### src/rtl/sakebi_eth_pkg.sv
// Shared Ethernet definitions: CRC-32 constants, header sizes and the RX framer states.
package sakebi_eth_pkg;

  localparam logic [31:0] CRC32_POLY     = 32'hEDB8_8320;
  localparam logic [31:0] CRC32_RESIDUE  = 32'hDEBB_20E3;
  localparam logic [47:0] BROADCAST_MAC  = 48'hFFFF_FFFF_FFFF;
  localparam int          ETH_FCS_LEN    = 4;
  localparam int          ETH_HDR_DA_LEN = 6;

  typedef enum logic [2:0] {
    IDLE,
    HDR,
    PASS,
    DROP,
    FLUSH
  } rx_state_e;

  // Byte idx of a MAC address in wire order (byte 0 = bits [47:40]).
  function automatic logic [7:0] mac_byte(input logic [47:0] mac, input logic [2:0] idx);
    logic [47:0] sh;
    sh = mac >> (6'd40 - {idx, 3'b000});
    return sh[7:0];
  endfunction

endpackage

### src/rtl/sakebi_crc32_byte.sv
// One-byte step of the reflected Ethernet CRC-32 (LSB first), purely combinational.
module sakebi_crc32_byte
  import sakebi_eth_pkg::*;
(
  input  logic [31:0] crc_in,
  input  logic [7:0]  data_in,
  output logic [31:0] crc_out
);

  logic [31:0] c;

  always_comb begin
    c = crc_in ^ {24'h0, data_in};
    for (int i = 0; i < 8; i++) begin
      c = c[0] ? ((c >> 1) ^ CRC32_POLY) : (c >> 1);
    end
    crc_out = c;
  end

endmodule

### src/rtl/sakebi_eth_rx_frame.sv
// Recovers Ethernet frames from an unframed byte stream using idle gaps, checks
// FCS/length/destination, and emits a framed stream with the FCS stripped.
module sakebi_eth_rx_frame
  import sakebi_eth_pkg::*;
#(
  parameter int          DATA_WIDTH = 8,
  parameter int          IDLE_GAP   = 16,
  parameter logic [47:0] MAC_ADDR   = 48'h02_00_00_00_00_01,
  parameter int          PROMISC    = 0,
  parameter int          MIN_LEN    = 64,
  parameter int          MAX_LEN    = 1522
) (
  input  logic                  i_axis_ACLK,
  input  logic                  i_axis_ARESET,
  input  logic                  i_axis_TVALID,
  output logic                  o_axis_TREADY,
  input  logic [DATA_WIDTH-1:0] i_axis_TDATA,
  output logic                  o_axis_TVALID,
  output logic [DATA_WIDTH-1:0] o_axis_TDATA,
  output logic                  o_axis_TLAST,
  output logic                  o_axis_TUSER,
  output logic                  o_frame_done,
  output logic [2:0]            o_frame_status
);

  localparam int          DL_LEN  = ETH_FCS_LEN + 1;
  localparam logic [15:0] GAP_END = 16'(IDLE_GAP);
  localparam logic [10:0] MIN_L   = 11'(MIN_LEN);
  localparam logic [10:0] MAX_L   = 11'(MAX_LEN);
  localparam logic [10:0] DA_LAST = 11'(ETH_HDR_DA_LEN - 1);

  rx_state_e   state_q, state_d;
  logic [7:0]  dl_q [DL_LEN];
  logic [7:0]  dl_d [DL_LEN];
  logic [7:0]  dl_shift [DL_LEN];
  logic [10:0] byte_cnt_q, byte_cnt_d;
  logic [15:0] gap_cnt_q, gap_cnt_d;
  logic [31:0] crc_q, crc_d, crc_in, crc_next;
  logic        da_match_q, da_match_d, bc_match_q, bc_match_d;
  logic        out_valid_q, out_valid_d, out_last_q, out_last_d, out_user_q, out_user_d;
  logic [7:0]  out_data_q, out_data_d;
  logic        done_q, done_d;
  logic [2:0]  status_q, status_d;
  logic [7:0]  byte_in;
  logic        take, timeout, fcs_bad, len_bad, accept;

  assign byte_in = i_axis_TDATA;
  // A byte landing in FLUSH is ignored; the idle gap rules that out in practice.
  assign take    = i_axis_TVALID && (state_q != FLUSH);
  assign timeout = !i_axis_TVALID && (gap_cnt_q == GAP_END);
  assign fcs_bad = (crc_q != CRC32_RESIDUE);
  assign len_bad = (byte_cnt_q < MIN_L) || (byte_cnt_q > MAX_L);
  assign crc_in  = (state_q == IDLE) ? 32'hFFFF_FFFF : crc_q;

  sakebi_crc32_byte u_crc (
    .crc_in  (crc_in),
    .data_in (byte_in),
    .crc_out (crc_next)
  );

  assign dl_shift[0] = byte_in;
  genvar gi;
  generate
    for (gi = 1; gi < DL_LEN; gi++) begin : g_dl
      assign dl_shift[gi] = dl_q[gi-1];
    end
  endgenerate

  always_comb begin
    state_d     = state_q;
    dl_d        = dl_q;
    byte_cnt_d  = byte_cnt_q;
    gap_cnt_d   = gap_cnt_q;
    crc_d       = crc_q;
    da_match_d  = da_match_q;
    bc_match_d  = bc_match_q;
    out_valid_d = 1'b0;
    out_data_d  = 8'h00;
    out_last_d  = 1'b0;
    out_user_d  = 1'b0;
    done_d      = 1'b0;
    status_d    = 3'b000;
    accept      = 1'b0;

    if (take) begin
      dl_d       = dl_shift;
      byte_cnt_d = (byte_cnt_q == 11'h7FF) ? byte_cnt_q : byte_cnt_q + 11'd1;
      gap_cnt_d  = 16'd0;
      crc_d      = crc_next;
    end else if (state_q != IDLE && state_q != FLUSH) begin
      gap_cnt_d = gap_cnt_q + 16'd1;
    end

    case (state_q)
      IDLE: begin
        if (take) begin
          state_d    = HDR;
          byte_cnt_d = 11'd1;
          da_match_d = (byte_in == mac_byte(MAC_ADDR, 3'd0));
          bc_match_d = (byte_in == mac_byte(BROADCAST_MAC, 3'd0));
        end
      end
      HDR: begin
        if (take) begin
          da_match_d = da_match_q && (byte_in == mac_byte(MAC_ADDR, byte_cnt_q[2:0]));
          bc_match_d = bc_match_q && (byte_in == mac_byte(BROADCAST_MAC, byte_cnt_q[2:0]));
          if (byte_cnt_q == DA_LAST) begin
            accept      = da_match_d || bc_match_d || (PROMISC != 0);
            state_d     = accept ? PASS : DROP;
            out_valid_d = accept;
            out_data_d  = accept ? dl_q[DL_LEN-1] : 8'h00;
          end
        end else if (timeout) begin
          done_d   = 1'b1;
          status_d = 3'b010;
          state_d  = IDLE;
        end
      end
      PASS: begin
        if (take) begin
          out_valid_d = 1'b1;
          out_data_d  = dl_q[DL_LEN-1];
        end else if (timeout) begin
          state_d = FLUSH;
        end
      end
      DROP: begin
        if (timeout) begin
          done_d   = 1'b1;
          status_d = {1'b1, len_bad, fcs_bad};
          state_d  = IDLE;
        end
      end
      FLUSH: begin
        // Oldest byte is the last payload byte; the four younger ones are the FCS.
        out_valid_d = 1'b1;
        out_data_d  = dl_q[DL_LEN-1];
        out_last_d  = 1'b1;
        out_user_d  = fcs_bad || len_bad;
        done_d      = 1'b1;
        status_d    = {1'b0, len_bad, fcs_bad};
        gap_cnt_d   = 16'd0;
        state_d     = IDLE;
      end
      default: state_d = IDLE;
    endcase
  end

  always_ff @(posedge i_axis_ACLK) begin
    if (i_axis_ARESET) begin
      state_q <= IDLE;
      for (int i = 0; i < DL_LEN; i++) dl_q[i] <= 8'h00;
      byte_cnt_q  <= 11'd0;
      gap_cnt_q   <= 16'd0;
      crc_q       <= 32'd0;
      da_match_q  <= 1'b0;
      bc_match_q  <= 1'b0;
      out_valid_q <= 1'b0;
      out_data_q  <= 8'h00;
      out_last_q  <= 1'b0;
      out_user_q  <= 1'b0;
      done_q      <= 1'b0;
      status_q    <= 3'b000;
    end else begin
      state_q     <= state_d;
      dl_q        <= dl_d;
      byte_cnt_q  <= byte_cnt_d;
      gap_cnt_q   <= gap_cnt_d;
      crc_q       <= crc_d;
      da_match_q  <= da_match_d;
      bc_match_q  <= bc_match_d;
      out_valid_q <= out_valid_d;
      out_data_q  <= out_data_d;
      out_last_q  <= out_last_d;
      out_user_q  <= out_user_d;
      done_q      <= done_d;
      status_q    <= status_d;
    end
  end

  assign o_axis_TREADY  = 1'b1;
  assign o_axis_TVALID  = out_valid_q;
  assign o_axis_TDATA   = out_data_q;
  assign o_axis_TLAST   = out_last_q;
  assign o_axis_TUSER   = out_user_q;
  assign o_frame_done   = done_q;
  assign o_frame_status = status_q;

endmodule
### config.mk
export PLATFORM = sky130hd
export DESIGN_NAME = sakebi_eth_rx_frame
export DESIGN_NICKNAME = d
export VERILOG_FILES = /design/src/rtl/sakebi_eth_pkg.sv /design/src/rtl/sakebi_crc32_byte.sv /design/src/rtl/sakebi_eth_rx_frame.sv
export SDC_FILE = /design/constraint.sdc
export NUM_CORES = 1
export LEC_CHECK = 0
export CAP_MARGIN = 10
export CELL_PAD_IN_SITES_DETAIL_PLACEMENT = 0
export CELL_PAD_IN_SITES_GLOBAL_PLACEMENT = 1
export CORE_MARGIN = 5
export CORE_UTILIZATION = 42
export CTS_CLUSTER_SIZE = 12
export DETAILED_ROUTE_END_ITERATION = 6
export MAX_ROUTING_LAYER = met4
export PLACE_DENSITY_LB_ADDON = 0.1
export SLEW_MARGIN = 25
export SYNTH_ARGS = -nofsm -noshare
export SYNTH_HDL_FRONTEND = slang
export SYNTH_HIERARCHICAL = 1
export SYNTH_SLANG_ARGS = --single-unit
### constraint.sdc
create_clock -name i_axis_ACLK -period 2.8 [get_ports i_axis_ACLK]
set_clock_uncertainty 0.2 [all_clocks]
set_input_delay 0.56 -clock i_axis_ACLK [delete_from_list [all_inputs] [get_ports i_axis_ACLK]]
set_output_delay 0.56 -clock i_axis_ACLK [all_outputs]
set_load 0.1 [all_outputs]
==> metrics <==
I/O pin count 27; Post-Syn Nets roughly 710; Yosys top cell by area dfxtp_1; root buf cell clkbuf_16; Die Span Y ~130 microns; Synth top area share ~40%; gr usage total 18.4%; slowest cell delay on critical path around 530 ps; Net Sw Power 1470 uW; via count around 4,700; clock latency on the worst-skew pair about 400 ps; synthesized area per cell approximately 8.7 sq um; Fin. Hold Viols 0; CP endpoint kind flop; port buffer count 25; Num CTS Buffers 17; Hold/Removal Path Class flop to flop; Worst-path clk slew 60 ps; FFs w/ async S/R, synth 0%; TritonCTS clock tree done; Gate power share around 26%; worst-path cell chain nor3_2 > buf_12 > or2_2 > xor2_1 > xnor3_2 > xor3_1 > nand2_1 > a21oi_1; slowest stage cell, crit path xnor3_2; Layout area overhead 20.2%; diode count 0; Slew Limit Headroom between 60% and 70%; fraction of layout cells with a size suffix above 1 18.7%; Clock Sinks 119; maximum fanout along the worst path 34; RR Startpoint state_q[0]$_SDFFE_PP0P_; width of the die 129 microns; Static Leakage 0.00277 uW; sequential power share 35.5%; # H-tree levels 4; buffer count from post-CTS setup fixing 0; most frequent cell after synthesis nand2_1; clock share of power between 30% and 40%; final setup violation count 0; Peak Freq 396 MHz; PwrDens approximately 760 mW/mm^2; Int Power approximately 4000 uW; Iter 0 DRT Violations roughly 220; R2R setup slack approximately 270 ps; main flop type after synthesis dfxtp_1; final period demand of the worst path between 2000 and 3000 ps; Pre-antenna DRT Iters 4; status completed; DRT antenna net count 0; hold path start dl_q[37]$_SDFFE_PP0P_; WHS Endpoint dl_q[29]$_SDFFE_PP0P_; vias per cell around 5; Core Footprint ~0.014 sq mm; R2R depth 8; top cells by count, synth 167 x nand2_1, 119 x dfxtp_1, 78 x a21oi_1; critical path type flop to flop; number of global-route vias before repair about 4,800; WL per Instance between 10 and 15 microns; maximum vdd ir drop ~0.47 mV; Fill cells 1,300; CP Launch Type flop; Max-Cap Viols 0; Hold-fix buffers, CTS 0; fin crit share between 90% and 100%; Initial Util between 40% and 50%; final setup TNS 0 ps; DPL Wire Length 9.49 mm; Pins Over Slew Limit 0; total grt overflow 0; DIE AREA between 0.015 and 0.02 sq mm; largest net degree at the start of global routing between 70 and 80; #FFs+latches synth 119; initial antenna violation count 0; reg2reg end crc_q[21]$_SDFFE_PP0P_; post-synthesis cell count around 690; Seq/Total Area, Yosys between 40% and 50%; Hold Path Stages 2; Post-Route Utilization 51.6%; first-pass GRT wire length around 24 mm; Nets between 700 and 800; Cell Area, Synth slightly below 0.006 sq mm; row cnt 43; worst slew pin tran roughly 600 ps; EDFF count, synth 0; Sw Ratio approximately 27%; CTS resizes 0; Data required, critical path ~2900 ps; RSZ-0062 raised after global routing false; Warnings, synthesis 6; Unique masters post-synth between 60 and 70; RD Place Congestion around 0.83; largest cells by area after synthesis dfxtp_1 40%, nand2_1 11%, a21oi_1 6.6%; Post-Route WL about 14 mm; crit path DAT 2610 ps; clock buffer depth 2; DRC violation count after routing 0
-- power groups by stage --
stage               clock network [uW]  logic [uW]  registers (uW)
floorplan                            0        1090            1940
global placement                     0        1410            1970
detailed placement                   0        1410            1980
CTS                               2170        1420            1940
global route                      2260        1540            1960
finish                            2120        1400            1940
-- logic make-up after synthesis --
| family | after synthesis | share of synthesized area, % |
|---|---|---|
| xor+xnor | 79 | 17.7 |
| buf+inv | 44 | 3.22 |
| compound gates | 118 | 11.6 |
| simple gates | 313 | 25.2 |
| mux | 2 | 0.336 |
| other cells | 1 | 0.0630 |
| fa+ha+maj | 9 | 1.89 |
| flops | 119 | 40.0 |
-- worst max-delay path by stage --
stage / slack (ps) / to / start / cells after the start
finish: 270 / crc_q[21]$_SDFFE_PP0P_ / state_q[0]$_SDFFE_PP0P_ / 8
global route: 90 / o_axis_TDATA[0]$_SDFF_PP0_ / flop / 8
CTS: 250 / crc_q[18]$_SDFFE_PP0P_ / state_q[0]$_SDFFE_PP0P_ / 8
detailed placement: 3 / o_axis_TDATA[3]$_SDFF_PP0_ / i_axis_TDATA[4] / 7
global placement: 9 / o_axis_TDATA[3]$_SDFF_PP0_ / i_axis_TDATA[4] / 7
floorplan: 170 / crc_q[25]$_SDFFE_PP0P_ / state_q[1]$_SDFFE_PP0P_ / 9
-- registers in the layout, indices dropped and copies added, names as in the netlist, 3 cells and up, named ones only --
signal and cells:
dl_q 40, o_axis_TDATA 8, crc_q 32, state_q 3, gap_cnt_q 16, o_frame_status 3
-- cells in the final DEF, fill, tap and decap left out, drive strengths merged, types with 10 or more instances in the layout --
cell type,synthesis,routed
a21boi,11,11
or2,35,35
xnor3,14,14
a21oi,78,78
nand2,167,167
buf,19,55
xor2,16,16
inv,9,10
nor3,14,14
nor4,10,10
nor2,40,40
dfxtp,119,119
clkbuf,16,20
nand4,11,11
xnor2,44,44
-- per-layer routing --
metal | track usage [%] | part of all wire [%] | vias up | wire (microns)
met3 | 4.78 | 3.4 | 23 | 471
met5 | - | 0 | - | 0
met4 | 7.41 | 2.7 | 0 | 369
li1 | - | - | 2410 | -
met1 | 21.5 | 44 | 2210 | 6050
met2 | 30.1 | 50 | 65 | 6780
-- per-stage QoR --
stage	total power (uW)	instance area [sq um]	hold slack [ps]	std cells	setup slack [ps]
final	5460	7160	248	925	274
after global placement	3380	6580	237	894	9.50
after detailed placement	3390	6580	243	894	3.33
after CTS	5540	7160	250	925	245
after global routing	5760	7160	264	925	94.0
after floorplan	3030	5950	232	685	169
-- cell type report --
cell class | instances | area, sq um | area share [%]
tap | 180 | 225 | 3.15
clock inverter | 11 | 124 | 1.73
clock buffer | 20 | 457 | 6.38
inverter | 9 | 33.8 | 0.472
multi-input combinational | 522 | 3380 | 47.3
sequential | 119 | 2380 | 33.3
timing repair buffer | 64 | 551 | 7.69
-- critical path, delay by kind of cell (launching register included) --
| kind | cells | cell delay, ps |
|---|---|---|
| AND/OR/NAND/NOR | 3 | 500 |
| flip-flops | 1 | 320 |
| AO/OA/AOI/OAI | 1 | 50 |
| buffers and inverters | 1 | 210 |
| XOR/XNOR | 3 | 1110 |
Note: power is estimated with default switching activity, not from simulation.
